## config.mk

```make
export PLATFORM = sky130hd
export DESIGN_NAME = bldc_comm_sequencer
export DESIGN_NICKNAME = d
export VERILOG_FILES = /design/src/rtl/bldc_pkg.sv /design/src/rtl/hall_debounce.sv /design/src/rtl/bldc_comm_sequencer.sv
export SDC_FILE = /design/constraint.sdc
export NUM_CORES = 1
export LEC_CHECK = 0
export BUFFER_PORTS_ARGS = -buffer_cell sky130_fd_sc_hd__buf_2
export CAP_MARGIN = 20
export CORE_ASPECT_RATIO = 0.9
export CORE_UTILIZATION = 52
export DETAILED_ROUTE_END_ITERATION = 8
export PLACE_DENSITY = 0.71
export SLEW_MARGIN = 20
export SYNTH_ARGS = -nofsm -noshare
export SYNTH_HDL_FRONTEND = slang
export SYNTH_HIERARCHICAL = 1
export SYNTH_SLANG_ARGS = --single-unit
export TNS_END_PERCENT = 50
```

## constraint.sdc

```tcl
create_clock -name CLK -period 1.8 [get_ports CLK]
set_input_delay 0.18 -clock CLK [delete_from_list [all_inputs] [get_ports CLK]]
set_output_delay 0.18 -clock CLK [all_outputs]
set_load 0.02 [all_outputs]
```

## src/rtl/bldc_pkg.sv

```systemverilog
// Shared types and constants for the BLDC six-step commutation sequencer.
// The gate vector is ordered {A,AA,B,BB,C,CC}; phases are encoded A=0, B=1, C=2.
package bldc_pkg;

  typedef enum logic [1:0] {
    ST_IDLE,
    ST_DEAD,
    ST_DRIVE,
    ST_FAULT
  } state_e;

  typedef logic [5:0] gate_t;

  localparam int unsigned GATE_A  = 5;
  localparam int unsigned GATE_AA = 4;
  localparam int unsigned GATE_B  = 3;
  localparam int unsigned GATE_BB = 2;
  localparam int unsigned GATE_C  = 1;
  localparam int unsigned GATE_CC = 0;

  typedef enum logic [1:0] {
    PH_A = 2'd0,
    PH_B = 2'd1,
    PH_C = 2'd2
  } phase_e;

  typedef struct packed {
    phase_e hi;
    phase_e lo;
  } step_t;

  localparam logic [2:0] HALL_ILLEGAL_0 = 3'b000;
  localparam logic [2:0] HALL_ILLEGAL_7 = 3'b111;

  // Forward step table indexed by hall code {H3,H2,H1}; entries 0 and 7 are unused.
  localparam step_t STEP_TBL [8] = '{
    '{hi: PH_A, lo: PH_A},
    '{hi: PH_A, lo: PH_B},
    '{hi: PH_C, lo: PH_A},
    '{hi: PH_C, lo: PH_B},
    '{hi: PH_B, lo: PH_C},
    '{hi: PH_A, lo: PH_C},
    '{hi: PH_B, lo: PH_A},
    '{hi: PH_A, lo: PH_A}
  };

  function automatic logic hall_legal(input logic [2:0] c);
    return (c != HALL_ILLEGAL_0) && (c != HALL_ILLEGAL_7);
  endfunction

  // Reverse direction swaps which phase is switched high and which is held low.
  function automatic gate_t step_gates(input step_t s, input logic dir, input logic hs_on);
    phase_e hp;
    phase_e lp;
    gate_t  g;
    hp = dir ? s.lo : s.hi;
    lp = dir ? s.hi : s.lo;
    g  = '0;
    case (hp)
      PH_A:    g[GATE_A] = hs_on;
      PH_B:    g[GATE_B] = hs_on;
      default: g[GATE_C] = hs_on;
    endcase
    case (lp)
      PH_A:    g[GATE_AA] = 1'b1;
      PH_B:    g[GATE_BB] = 1'b1;
      default: g[GATE_CC] = 1'b1;
    endcase
    return g;
  endfunction

endpackage

```

## src/rtl/hall_debounce.sv

```systemverilog
// Two-flop synchroniser plus stability counter for the three hall inputs.
// A code is accepted once the synchronised value has held for DEB_CYC cycles.
module hall_debounce #(
  parameter int unsigned DEB_CYC = 4
) (
  input  logic       CLK,
  input  logic       RST_N,
  input  logic [2:0] H,
  output logic [2:0] code,
  output logic       chg
);

  localparam int unsigned CW = $clog2(DEB_CYC + 1);

  logic [2:0]    s1_q, s1_d;
  logic [2:0]    s2_q, s2_d;
  logic [2:0]    prev_q, prev_d;
  logic [2:0]    code_q, code_d;
  logic [CW-1:0] cnt_q, cnt_d;
  logic          chg_q, chg_d;

  always_comb begin
    s1_d   = H;
    s2_d   = s1_q;
    prev_d = s2_q;
    cnt_d  = cnt_q;
    code_d = code_q;
    // cnt_d is the number of consecutive cycles s2_q has shown its current value
    if (s2_q != prev_q) begin
      cnt_d = CW'(1);
    end else if (cnt_q < CW'(DEB_CYC)) begin
      cnt_d = cnt_q + CW'(1);
    end
    if (cnt_d == CW'(DEB_CYC)) begin
      code_d = s2_q;
    end
    chg_d = (code_d != code_q);
  end

  always_ff @(posedge CLK) begin
    if (!RST_N) begin
      s1_q   <= '0;
      s2_q   <= '0;
      prev_q <= '0;
      code_q <= '0;
      cnt_q  <= '0;
      chg_q  <= 1'b0;
    end else begin
      s1_q   <= s1_d;
      s2_q   <= s2_d;
      prev_q <= prev_d;
      code_q <= code_d;
      cnt_q  <= cnt_d;
      chg_q  <= chg_d;
    end
  end

  assign code = code_q;
  assign chg  = chg_q;

endmodule

```

## src/rtl/bldc_comm_sequencer.sv

```systemverilog
// Six-step BLDC commutation sequencer: hall debounce, dead-time insertion,
// high-side PWM gating and illegal-code / stall fault shutdown.
module bldc_comm_sequencer
  import bldc_pkg::*;
#(
  parameter int unsigned DEB_CYC   = 4,
  parameter int unsigned DEAD_CYC  = 8,
  parameter int unsigned STALL_CYC = 100000
) (
  input  logic       CLK,
  input  logic       RST_N,
  input  logic       H1,
  input  logic       H2,
  input  logic       H3,
  input  logic [3:0] W,
  input  logic       EN,
  input  logic       DIR,
  output logic       A,
  output logic       B,
  output logic       C,
  output logic       AA,
  output logic       BB,
  output logic       CC,
  output logic       FAULT,
  output logic       COMM_STB
);

  localparam int unsigned DW = $clog2(DEAD_CYC + 1);
  localparam int unsigned SW = $clog2(STALL_CYC + 1);

  logic [2:0] code;
  logic       chg;
  logic       code_ok;
  logic       dir_chg;

  state_e        state_q, state_d;
  logic [DW-1:0] dead_q, dead_d;
  logic [SW-1:0] stall_q, stall_d;
  logic [3:0]    p_q, p_d;
  logic          dir_q, dir_d;
  gate_t         gates_q, gates_d;
  logic          fault_q, fault_d;

  hall_debounce #(
    .DEB_CYC(DEB_CYC)
  ) u_hall (
    .CLK  (CLK),
    .RST_N(RST_N),
    .H    ({H3, H2, H1}),
    .code (code),
    .chg  (chg)
  );

  assign code_ok = hall_legal(code);
  assign dir_chg = (DIR != dir_q);

  always_comb begin
    state_d = state_q;
    dead_d  = '0;
    stall_d = '0;
    p_d     = p_q + 4'd1;
    dir_d   = DIR;
    unique case (state_q)
      ST_IDLE: begin
        if (EN) begin
          state_d = code_ok ? ST_DEAD : ST_FAULT;
        end
      end
      ST_DEAD: begin
        if (!code_ok) begin
          state_d = ST_FAULT;
        end else if (chg || dir_chg) begin
          dead_d = '0;
        end else if (dead_q == DW'(DEAD_CYC - 1)) begin
          state_d = ST_DRIVE;
        end else begin
          dead_d = dead_q + DW'(1);
        end
      end
      ST_DRIVE: begin
        if (!code_ok) begin
          state_d = ST_FAULT;
        end else if (chg || dir_chg) begin
          state_d = ST_DEAD;
        end else if (stall_q == SW'(STALL_CYC - 1)) begin
          state_d = ST_FAULT;
        end else begin
          stall_d = stall_q + SW'(1);
        end
      end
      ST_FAULT: begin
        state_d = ST_FAULT;
      end
      default: state_d = ST_IDLE;
    endcase
    if (!EN) begin
      state_d = ST_IDLE;
    end
    // Gates follow the next state so that leaving DRIVE blanks them on the same edge
    gates_d = '0;
    if (state_d == ST_DRIVE) begin
      gates_d = step_gates(STEP_TBL[code], dir_q, p_q < W);
    end
    fault_d = (state_d == ST_FAULT);
  end

  always_ff @(posedge CLK) begin
    if (!RST_N) begin
      state_q <= ST_IDLE;
      dead_q  <= '0;
      stall_q <= '0;
      p_q     <= '0;
      dir_q   <= 1'b0;
      gates_q <= '0;
      fault_q <= 1'b0;
    end else begin
      state_q <= state_d;
      dead_q  <= dead_d;
      stall_q <= stall_d;
      p_q     <= p_d;
      dir_q   <= dir_d;
      gates_q <= gates_d;
      fault_q <= fault_d;
    end
  end

  assign A        = gates_q[GATE_A];
  assign AA       = gates_q[GATE_AA];
  assign B        = gates_q[GATE_B];
  assign BB       = gates_q[GATE_BB];
  assign C        = gates_q[GATE_C];
  assign CC       = gates_q[GATE_CC];
  assign FAULT    = fault_q;
  assign COMM_STB = chg;

endmodule
```

==> summary by stage, run 1 <==
Run status
The run finished with clean final reports.

Routing
After detailed routing, the average wire length per cell comes to about 11 um. In the routed layout, each cell is associated on average with a via count of between 5 and 6. The violation count after the first detailed-route iteration is 70. The routed design has around 3.5 mm of wire. The remaining design rule violation count is 0. The total number of vias is ~1600. In this run the remaining antenna-violating nets after routing total 0. The first-pass detailed-route iteration total is 4.

Critical path
The count of cells along the worst register-to-register path is 7. The nature of the critical path endpoint is a flip-flop. In this run the number of cells on the critical path is 7. By instance count, the cell type seen most on the critical path is and4_1. The library cell contributing the largest single delay on the critical path is dfxtp_1. The worst path required time is 2.04 ns. On the worst path, the slowest cell contributes a delay of around 0.35 ns. The worst-path maximum fanout is 16. The critical path goes through ha_1, and4_1, and4_1, nor4_4, buf_4, nand2_4, nor2_1. STA puts the critical path data arrival time at 1.90 ns. The buffers plus inverters on the worst setup path is 1. STA classifies the critical path startpoint as a flip-flop. The critical path is of the flip-flop to flip-flop type. In this design, the largest share of critical-path delay is due to simple AND/OR/NAND/NOR gates.

Placed design
Port buffering added 18 buffers. Timing analysis after detailed placement gives a worst setup slack of 0.0692 ns. Counting tap cells, the placed design contains a total of slightly above 300 instances. The final HPWL from detailed placement is approximately 2.6 mm. At the end of routability-driven placement, the weighted congestion stood at about 0.76.

Synthesis
The parity-gate share of the synthesized area counting xor and xnor cells is a little under an eighth. Ranked by total cell area, the synthesized netlist is headed by dfxtp_1 (46%), nor2_1 (5.6%), xor2_1 (5.1%), xnor2_1 (4.7%), ha_1 (4.0%). The synthesized netlist devotes 28.2% of its cell area to simple gates. The top flip-flop cell by instance count after synthesis is dfxtp_1. Summing every instance area after synthesis gives around 0.0022 sq mm. The flop and latch count out of synthesis is between 50 and 60. The count of different cell masters after synthesis is 44. Multiplexer cells account for ~1.8% of the synthesized area. Yosys printed 6 warnings. The count of mapped cells out of synthesis is approximately 240. For this run, the register share of the synthesized area comes to around 46%. The synthesized netlist devotes approximately 5.3% of its cell area to compound gates. The share of the synthesized area in the top cell type is 46.1%. The number of nets in the synthesized netlist is 254. The largest family of logic cells by synthesized area is simple AND/OR/NAND/NOR gates. Counting flops with a built-in enable in the synthesized netlist gives 0.

The average instance in the mapped netlist occupies between 9 and 10 sq um. Ranked by instance count, the synthesized netlist is headed by dfxtp_1 (51), nor2_1 (33), nand2_1 (20). The library cell with the largest summed area after synthesis is dfxtp_1. Of all flip-flops after synthesis, the portion carrying an async set or reset was 0%. By instance count, the leading cell after synthesis is dfxtp_1.

The adder-cell area share of the yosys netlist is a little under 4%.

STA
Subtracting the final worst setup slack from the clock period gives between 1.5 and 2 ns. Once routing completed, OpenROAD measured the worst setup slack at roughly 0.14 ns. Derived from the worst setup path, the maximum achievable clock frequency is 0.602 GHz. The worst-case headroom to the max-slew limit is between 70% and 80%. The total setup violations reported at the end of the flow is 0. The final worst-path cycle share is ~90%.

Between clock sinks in the finished design, the worst skew comes to ~0.0090 ns. The final max-slew violation count was 0. The number of hold-slack violations in the final timing report is 0. Setup repair after global routing could not meet its margin everywhere. The transition time at the pin with the least slew margin is 0.384 ns.

Finish
The layout cell share with drive strength beyond 1 is slightly below 20%. The number of filler instances in the final layout is roughly 350. The finished layout holds 312 standard cells, fillers aside.

At the end of the flow the core is filled with cells to 61.8%. In the final design database the tool counted 281 nets. The repair_antennas step left the layout with diodes totalling 0. The area growth from synthesis to layout is 13.6%.

Clock network
The clock-pin transition on the worst setup and hold timing paths is around 0.09 ns. Clock latency on the worst-skew pair, taken at its later pin, is roughly 0.3 ns. The buffer count from post-CTS setup fixing is 0. The sink count of the clock tree is 51. The root buffer selected by CTS is clkbuf_8.

In this run, CTS created clock tree buffers numbering 5. The deepest clock path buffer count is 2. The clock tree synthesis step divided the H-tree into 2 levels.

The number of gates resized after CTS was 0. The hold-fix buffer count after cts is 0. TritonCTS built the clock tree.

Floorplanning
The die width is between 70 and 80 um. The die covers roughly 0.0045 sq mm. For this design the top-level I/O count stands at 19.

For this configuration, the core starts out at a cell density of between 50% and 60%. The die height is approximately 64 um. The area of the core is a little over 0.004 sq mm.

The count of standard-cell rows is 22.

Power and ir drop
The leakage power is about 0.0010 uW. The worst voltage drop across the vdd grid is 388 uV. The total chip power is about 2000 uW.

The power per cell area is 790 mW/mm^2.

Global route
The global-route total usage across every layer is between 10% and 20%. The via count of the first global-routing pass is around 1500. The initial antenna violation count is 0. The first global-routing pass estimated ~6.5 mm of wire. The remaining global-route overflow is 0. The maximum number of pins on one net before global-route repair is 18.

Min path
The worst hold path cell count is 2. In this run the worst hold path is classified as primary input to flip-flop.

Run
The max-cap violation count is 0.
flip-flops by register name (all words and copies together), names as in the netlist:
register	cells
state_q	2
p_q	4
u_hall/cnt_q	3
u_hall/prev_q	3
dead_q	4
u_hall/s1_q	3
stall_q	17
FAULT	1
gates_q	6
dir_q	1
u_hall/chg	1
u_hall/code	3
u_hall/prev_d	3
cells in the final DEF (no fill, tap or decap), drive strengths merged, types with 4 or more instances in the layout:
master	instances
xor2	13
nand3	11
clkbuf	6
nor3	13
nor2	34
buf	25
mux2i	4
xnor2	14
ha	7
nand2	22
inv	12
dfxtp	51
a21oi	4
and2	10
through the flow:
step | cell area, sq um | hold WS (ns) | TNS [ns]
2_1_floorplan | 2220 | 0.295 | 0
3_3_place_gp | 2390 | 0.382 | 0
3_5_place_dp | 2390 | 0.390 | 0
4_1_cts | 2490 | 0.0692 | 0
5_1_grt | 2520 | 0.0630 | -0.00450
6_report | 2520 | 0.0787 | 0
kinds of logic (layout without fill, tap and decap cells):
kind of cell	count (synthesis)	after routing
adder cells (fa/ha/maj)	7	7
buffers and inverters	17	45
XOR/XNOR	27	27
AO/OA/AOI/OAI	15	15
multiplexers	4	4
flip-flops	51	51
AND/OR/NAND/NOR	115	115
power breakdown:
part	leakage [uW]	internal (uW)	total, uW	switching [uW]
clock network	0.0000474	314	691	377
registers	0.000415	1150	1170	21.4
logic	0.000564	59.4	123	63.6
total	0.00103	1530	1990	462
path summary, 6_finish.rpt:
| check | slack [ns] | to | from |
|---|---|---|---|
| min reg2reg | 0.44 | u_hall/prev_d[1] | u_hall/s1_q[1] |
| min | 0.08 | u_hall/s1_q[1] | H2 |
| max | 0.14 | stall_q[10] | stall_q[0] |
| max reg2reg | 0.14 | stall_q[10] | stall_q[0] |
layer usage:
layer  vias to the layer above  wire length (um)  global-route usage [%]
met5                         -                 0                       0
met4                         0                27                    6.75
met3                         5               117                    5.52
met2                        20              1540                    28.0
met1                       714              1860                    23.7
li1                        840                 -                       -
final cells by class:
| type | instances | area (sq um) | share of cell area, % |
|---|---|---|---|
| Clock inverter | 2 | 16.3 | 0.646 |
| Multi-Input combinational cell | 168 | 1150 | 45.7 |
| Timing Repair Buffer | 25 | 143 | 5.67 |
| Sequential cell | 51 | 1020 | 40.6 |
| Inverter | 12 | 45.0 | 1.79 |
| Clock buffer | 6 | 82.6 | 3.28 |
| Tap cell | 48 | 60.1 | 2.39 |
Note: power is estimated with default switching activity, not from simulation.
==> run 2, diff against run 1 <==
--- a/config.mk
+++ b/config.mk
@@ -11,6 +11,7 @@
 export CORE_UTILIZATION = 52
 export DETAILED_ROUTE_END_ITERATION = 8
 export PLACE_DENSITY = 0.71
+export RECOVER_POWER = 25
 export SLEW_MARGIN = 20
 export SYNTH_ARGS = -nofsm -noshare
 export SYNTH_HDL_FRONTEND = slang
==> constraint.sdc (replaced) <==
create_clock -name CLK -period 1.8 [get_ports CLK]
set_input_delay 0.09 -clock CLK [delete_from_list [all_inputs] [get_ports CLK]]
set_output_delay 0.09 -clock CLK [all_outputs]
set_load 0.02 [all_outputs]
==> run 2 against run 1 <==
Effect of this change: non-clock buffer count up 3; critical endpoint is now stall_q[16]; critical path depth down 1; clock skew up 0.0023 ns; die area unchanged; wire length up 1.4%; cell count up 0.96%; core utilization up 0.98 points; design area up 1.6%; via count up 0.63%; largest cell class unchanged.
==> summary by stage, run 2 (synthesized netlist as in run 1, its figures left out) <==
STA
The final worst clock skew is about 0.011 ns. The number of hold-slack violations in the final timing report is 0. After layout, the worst path uses between 90 and 100% of the clock period. The worst-case headroom to the max-slew limit is around three fifths. Setup repair after global routing left no endpoint under its margin. Setup slack closes at about 0.13 ns. Setup violations remaining at the end of the flow were counted as 0.

The routed design could run at a clock period as short as ~1.7 ns. The sum of negative setup slack is 0 ns. Final hold analysis gives a worst-case slack of 0.0313 ns. Timing would allow up to between 0.6 and 0.7 GHz. The final max-slew violation count was 0. The transition time at the pin with the least slew margin is 0.581 ns.

Clock network
Once the clock tree was built, the setup fixing pass inserted 0 buffers. The clock-pin transition on the worst setup and hold timing paths is 0.09 ns. The number of levels the H-tree was split into is 2. The clock latency on the worst-skew pair is 0.30 ns.

TritonCTS built the clock tree. The clock passes through at most 2 buffers. The sink count of the clock tree is ~50. The number of buffers inserted during clock tree synthesis is 5.

The root buffer selected by CTS is clkbuf_8.

Routing
The detail-routed net length per standard cell is between 10 and 15 um. In this run the top signal layer used is met4. The final wirelength is roughly 3.6 mm. After detailed routing, the number of remaining DRC violations is 0. The first-pass detailed-route iteration total is 4. The met2 layer wire length in the routed design is 1.59 mm. The routed length on met1 is between 1.5 and 2 mm. For this block, the via count after detailed routing is between 1500 and 2000. In the routed layout, each cell is associated on average with a via count of 5.04. The count of nets left with antenna violations once routing finished came out at 0. The detailed-routed wire length on met3 is roughly 120 um. The violation count after the first detailed-route iteration is 57.

Finish
The most flop-heavy register is stall_q. The number of flip-flops in the largest register is 17. The final layout contains about 280 nets. The top cell types in the final layout, fill and taps aside, are dfxtp_1 (51), nor2_1 (33), nand2_1 (20).

The library cell used most frequently in the layout, excluding fill and tap cells, is dfxtp_1. The layout cell share with drive strength beyond 1 is between 10% and 20%. From synthesis to final layout, the design area changed by 15.4%. The repair_antennas step left the layout with diodes totalling 0. After filler insertion, the fill cell instance count of the layout stands at 359. The largest registers in the layout are stall_q x17, gates_q x6. Once layout is done, the placed cells without fillers occupy around 0.0026 sq mm.

Global route
The global-route wire length before repair is roughly 6.4 mm. The total overflow left after global routing is 0. The maximum number of pins on one net before global-route repair is 17.

For this run, the total global-route usage over all layers was measured as roughly 18%. The initial antenna violation count is 0. The via count of the first global-routing pass is ~1500.

Power and ir drop
The leakage power is 0.00104 uW. The worst voltage drop across the vdd grid is 437 uV. Summing internal, switching and leakage power gives roughly 2200 uW.

The power per cell area is 868 mW/mm^2.

Critical path
The launch point of the worst reg-to-reg path is stall_q[0]. The count of cells along the worst register-to-register path is 6. Along the worst path, the maximum fanout reaches 5.

At the worst endpoint, the required time is roughly 2.0 ns. The endpoint of the most critical setup path is stall_q[16]. The endpoint of the worst register-to-register path is stall_q[16]. Data on the critical path arrives at its endpoint at about 1.9 ns.

The critical path launch point is stall_q[0]. The category of the critical setup timing path is flip-flop to flip-flop. STA classifies the critical path startpoint as a flip-flop. The nature of the critical path endpoint is a flip-flop. The slack of the worst reg-to-reg path is between 0.1 and 0.15 ns.

Placed design
Routability-driven placement finished with a final weighted congestion of between 0.7 and 0.8. The setup slack at placement is between 0.1 and 0.15 ns. Buffers placed on the I/O ports in this run total 18. The post-placement cell area is 0.00239 sq mm. Summed over all nets, the half-perimeter wirelength after detailed placement is between 2 and 3 mm.

Floorplanning
The starting density of the core is between 50% and 60%. The die is 70.8 um wide. The die height is 63.9 um. In this run the count of I/O pins placed on the die edge is 19. The floorplan step defined a core boundary enclosing 0.00407 sq mm. The die area is about 0.0045 sq mm. The initialized floorplan defines 22 standard-cell rows.

Run status
The flow ran to the end, and the final reports show no timing, DRC or antenna violations.

Run
The max-cap violation count is 0.

Min path
The path class of the tightest hold or removal check is primary input to flip-flop.
[run 2: layout make-up]
type	count	area, sq um	share of cell area, %
multi-input combinational	168	1130	44.3
sequential	51	1020	39.9
timing repair buffer	28	166	6.51
clock buffer	6	72.6	2.84
clock inverter	2	60.1	2.35
tap	48	60.1	2.35
inverter	12	45.0	1.76
[run 2: worst min path at each step]
stage          start                to  slack [ns]  cells past startpoint
2_1_floorplan  RST_N  u_hall/prev_q[0]        0.21                      2
3_3_place_gp      H2    u_hall/s1_q[1]        0.29                      2
3_5_place_dp      H2    u_hall/s1_q[1]        0.30                      2
4_1_cts          DIR             dir_q        0.03                      2
5_1_grt          DIR             dir_q        0.03                      2
6_report         DIR             dir_q        0.03                      2
[run 2: per-stage QoR]
stage,instances,utilization [%]
CTS,315,62.7
detailed placement,304,58.7
floorplan,236,-
global route,315,62.8
global placement,304,58.7
finish,315,62.8
[run 2: critical path, stage by stage, from the launching register on]
cell and delay [ns]:
dfxtp_1 0.38, ha_1 0.21, nand3_1 0.12, or3_4 0.42, nor3_1 0.23, xnor2_1 0.14
nor2_1 0.05
[run 2: power breakdown]
part           internal, uW  switching [uW]
clock network           555             361
logic                  62.3            64.5
registers              1150            22.3
total                  1770             448
[run 2: repair_timing]
item | 4_1_cts | 5_1_grt
resized for setup | 0 | 2
endpoints found under the setup margin | 0 | 7
hold buffers | 3 | 0
hold endpoints to repair | 3 | 0
[run 2: layer usage]
layer	vias to the layer above	GRT usage [%]
met5	-	0
met4	0	6.75
met3	5	4.26
met2	26	28.1
met1	708	23.7
li1	850	-
==> run 3, diff against run 2 <==
--- a/config.mk
+++ b/config.mk
@@ -10,7 +10,7 @@
 export CORE_ASPECT_RATIO = 0.9
 export CORE_UTILIZATION = 52
 export DETAILED_ROUTE_END_ITERATION = 8
-export PLACE_DENSITY = 0.71
+export PLACE_DENSITY_LB_ADDON = 0.1
 export RECOVER_POWER = 25
 export SLEW_MARGIN = 20
 export SYNTH_ARGS = -nofsm -noshare
==> run 3 against run 2 <==
Effect of this change: cell count is 0.63% higher; clock power is 18% lower; design area is 0.73% higher; core utilization is 0.46 points higher; clock skew is 0.0082 ns lower; via count is 0.25% higher; maximum frequency is 4.9% lower.
==> summary by stage, run 3 (synthesized netlist as in run 1, its figures left out) <==
Global route
The via count of the first global-routing pass is roughly 1500. The global-route total usage across every layer is a little under a fifth. The initial antenna violation count is 0. The global-route wire length before repair is roughly 6.4 mm.

Entering global routing, the biggest net connects 17 pins. The total overflow left after global routing is 0.

STA
The worst path in the final design needs a cycle of between 1.5 and 2 ns, including I/O delays and setup. Based on the critical path, the design can be clocked at up to 0.571 GHz. The final max-slew violation count came to 0.

The transition time at the pin with the least slew margin is between 0.5 and 0.6 ns. The final worst clock skew is 0.00315 ns. The setup slack after layout is 0.0498 ns. After layout, the worst path uses 97.2% of the clock period. The sum of negative setup slack is 0 ns. The number of hold-slack violations in the final timing report came to 0. Setup violations remaining at the end of the flow were counted as 0. The worst-case headroom to the max-slew limit is 64.1%.

Finish
The most common library cell in the layout ignoring fill and taps is dfxtp_1. Once layout is done, the placed cells without fillers occupy 0.00258 sq mm. Registers take approximately 0.0010 sq mm. The number of antenna diodes in the final layout is 0. Leaving out fill and tap cells, the most frequent cells in the layout are dfxtp_1 (50), nor2_1 (30), nand2_1 (20).

The layout overhead on the synthesized area is 16.3%. The most flop-heavy register is stall_q. The number of flip-flops in the largest register is 17. The largest registers in the layout are stall_q x17, gates_q x6. The layout cell share with drive strength beyond 1 is between 10% and 20%. The number of nets in the layout is 287. The count of placed standard cells in the final layout, fillers left out is around 320.

The combined area of the multi-input logic cells is approximately 0.0012 sq mm. The number of filler instances in the final layout is 362.

Critical path
The signal on the critical path passes through ha_2, and4_1, and4_4, nor4_4, nor3b_2, buf_4, and3b_1. The critical path is of the flip-flop to flip-flop type. The data arrival at the endpoint of the critical path is around 2.0 ns.

For this design, the slowest cell found on the critical path is nor4_4. The delay of the slowest cell on the worst path is 0.36 ns. The critical path starts at stall_q[0]. The category of the worst setup path launch point is a flip-flop. The launch point of the worst reg-to-reg path is stall_q[0]. The worst path required time is about 2.0 ns.

Of all nets on the critical path, the largest fanout is 7. For flop-to-flop paths, the worst setup slack is 0.05 ns. The worst register-to-register path ends at FAULT.

STA classifies the critical path endpoint as a flip-flop. The count of cells along the worst register-to-register path is 7.

Floorplanning
The die width is 70.8 um. The initial utilization of the core area, before any placement, comes to ~54%. The die covers 0.00453 sq mm.

The count of standard-cell rows is 22. 19 I/O pins were placed. The area of the core is between 0.004 and 0.005 sq mm. The die is between 60 and 70 um tall.

Clock network
For the worst-skew pair, the clock arrives at the later sink with an insertion delay of 0.30 ns. Counting the buffers created by CTS gives 5. Counting along the longest clock path gives a buffer depth of 2.

TritonCTS built the clock tree. The root buffer selected by CTS is clkbuf_8. The sink count of the clock tree is a little over 50. The H-tree generated during clock tree synthesis spans 2 levels. After clock tree synthesis, the clock-pin slew on the worst setup and hold paths is around 0.080 ns.

Power and ir drop
The analysis attributes to cell leakage a power of between 0.001 and 0.0015 uW. The power per cell area is approximately 800 mW/mm^2. Across the VDD grid, the largest voltage drop is 573 uV.

Routing
The post-route antenna net violation count is 0. The first TritonRoute pass finished after 4 iterations. After detailed routing, the average wire length per cell comes to around 12 um.

For this block, the initial DRC count from the detailed router was 103. After detailed routing, the number of vias per cell comes to approximately 5.0. The routed layout has 1593 vias.

The final wirelength is around 3.7 mm. For this run, design rule violations remaining after detail routing come to 0.

Placed design
The final HPWL from detailed placement is between 2 and 3 mm. The setup slack at placement is around 0.05 ns. Port buffering added 18 buffers. The number of placed cells counting well taps is ~310. The final weighted congestion of routability-driven global placement is around 0.74.

The placed instances occupy a cell area of around 0.0024 sq mm.

Min path
Counting instances, the worst hold path has a depth of 2. The path with the worst hold slack has its endpoint at dir_q. The startpoint of the most critical hold path is DIR. The tightest min-delay check is of the primary input to flip-flop type.

Run
The max-cap violation count is 0.

Run status
The flow ran to the end, and the final reports show no timing, DRC or antenna violations.
-- run 3: stage by stage --
| step | total power, uW | util, % | hold WS (ns) |
|---|---|---|---|
| floorplan | 1290 | - | 0.205 |
| global placement | 1320 | 58.8 | 0.291 |
| detailed placement | 1320 | 58.8 | 0.296 |
| CTS | 2080 | 62.1 | 0.0404 |
| global route | 2140 | 63.2 | 0.0400 |
| finish | 2060 | 63.2 | 0.0390 |
-- run 3: layout make-up --
cell class | instances | share of cell area, %
well taps | 48 | 2.33
multi-input cells | 168 | 44.9
repair buffers | 31 | 7.33
clock buffers | 6 | 2.82
clock inverters | 1 | 1.17
inverters | 12 | 1.75
flip-flops and latches | 51 | 39.7
-- run 3: routing by layer --
layer	share of wire [%]	vias to the layer above	GRT usage, %	routed length, um
li1	-	855	-	-
met1	52	709	25.0	1970
met2	43	27	26.8	1630
met3	3.4	2	4.10	129
met4	0.67	0	8.25	25
met5	0	-	0	0
-- run 3: power by group --
group | internal [uW] | leakage, uW | total [uW] | switching, uW
logic | 63.0 | 0.000567 | 129 | 66.2
clock network | 407 | 0.0000513 | 753 | 346
registers | 1150 | 0.000415 | 1170 | 21.1
total | 1620 | 0.00103 | 2060 | 433
-- run 3: timing repair --
action                                  CTS  global route
endpoints found under the setup margin    0             8
gates resized for setup                   0            10
endpoints found under the hold margin     3             0
setup buffers                             0             2
hold buffers                              3             0
-- run 3: how the worst max path moves through the flow --
stage / slack, ns / to
final: 0.05 / FAULT
after floorplan: 0.18 / stall_q[16]
after global routing: -0.03 / stall_q[3]
after CTS: 0.03 / FAULT
after global placement: 0.11 / FAULT
after detailed placement: 0.05 / FAULT
-- run 3: critical path, delay by kind of cell, from the launching register on --
| kind | cells | cell delay [ns] |
|---|---|---|
| adders and majority gates | 1 | 0.20 |
| and+or+nand+nor | 5 | 0.96 |
| buffers and inverters | 1 | 0.17 |
| DFF | 1 | 0.32 |
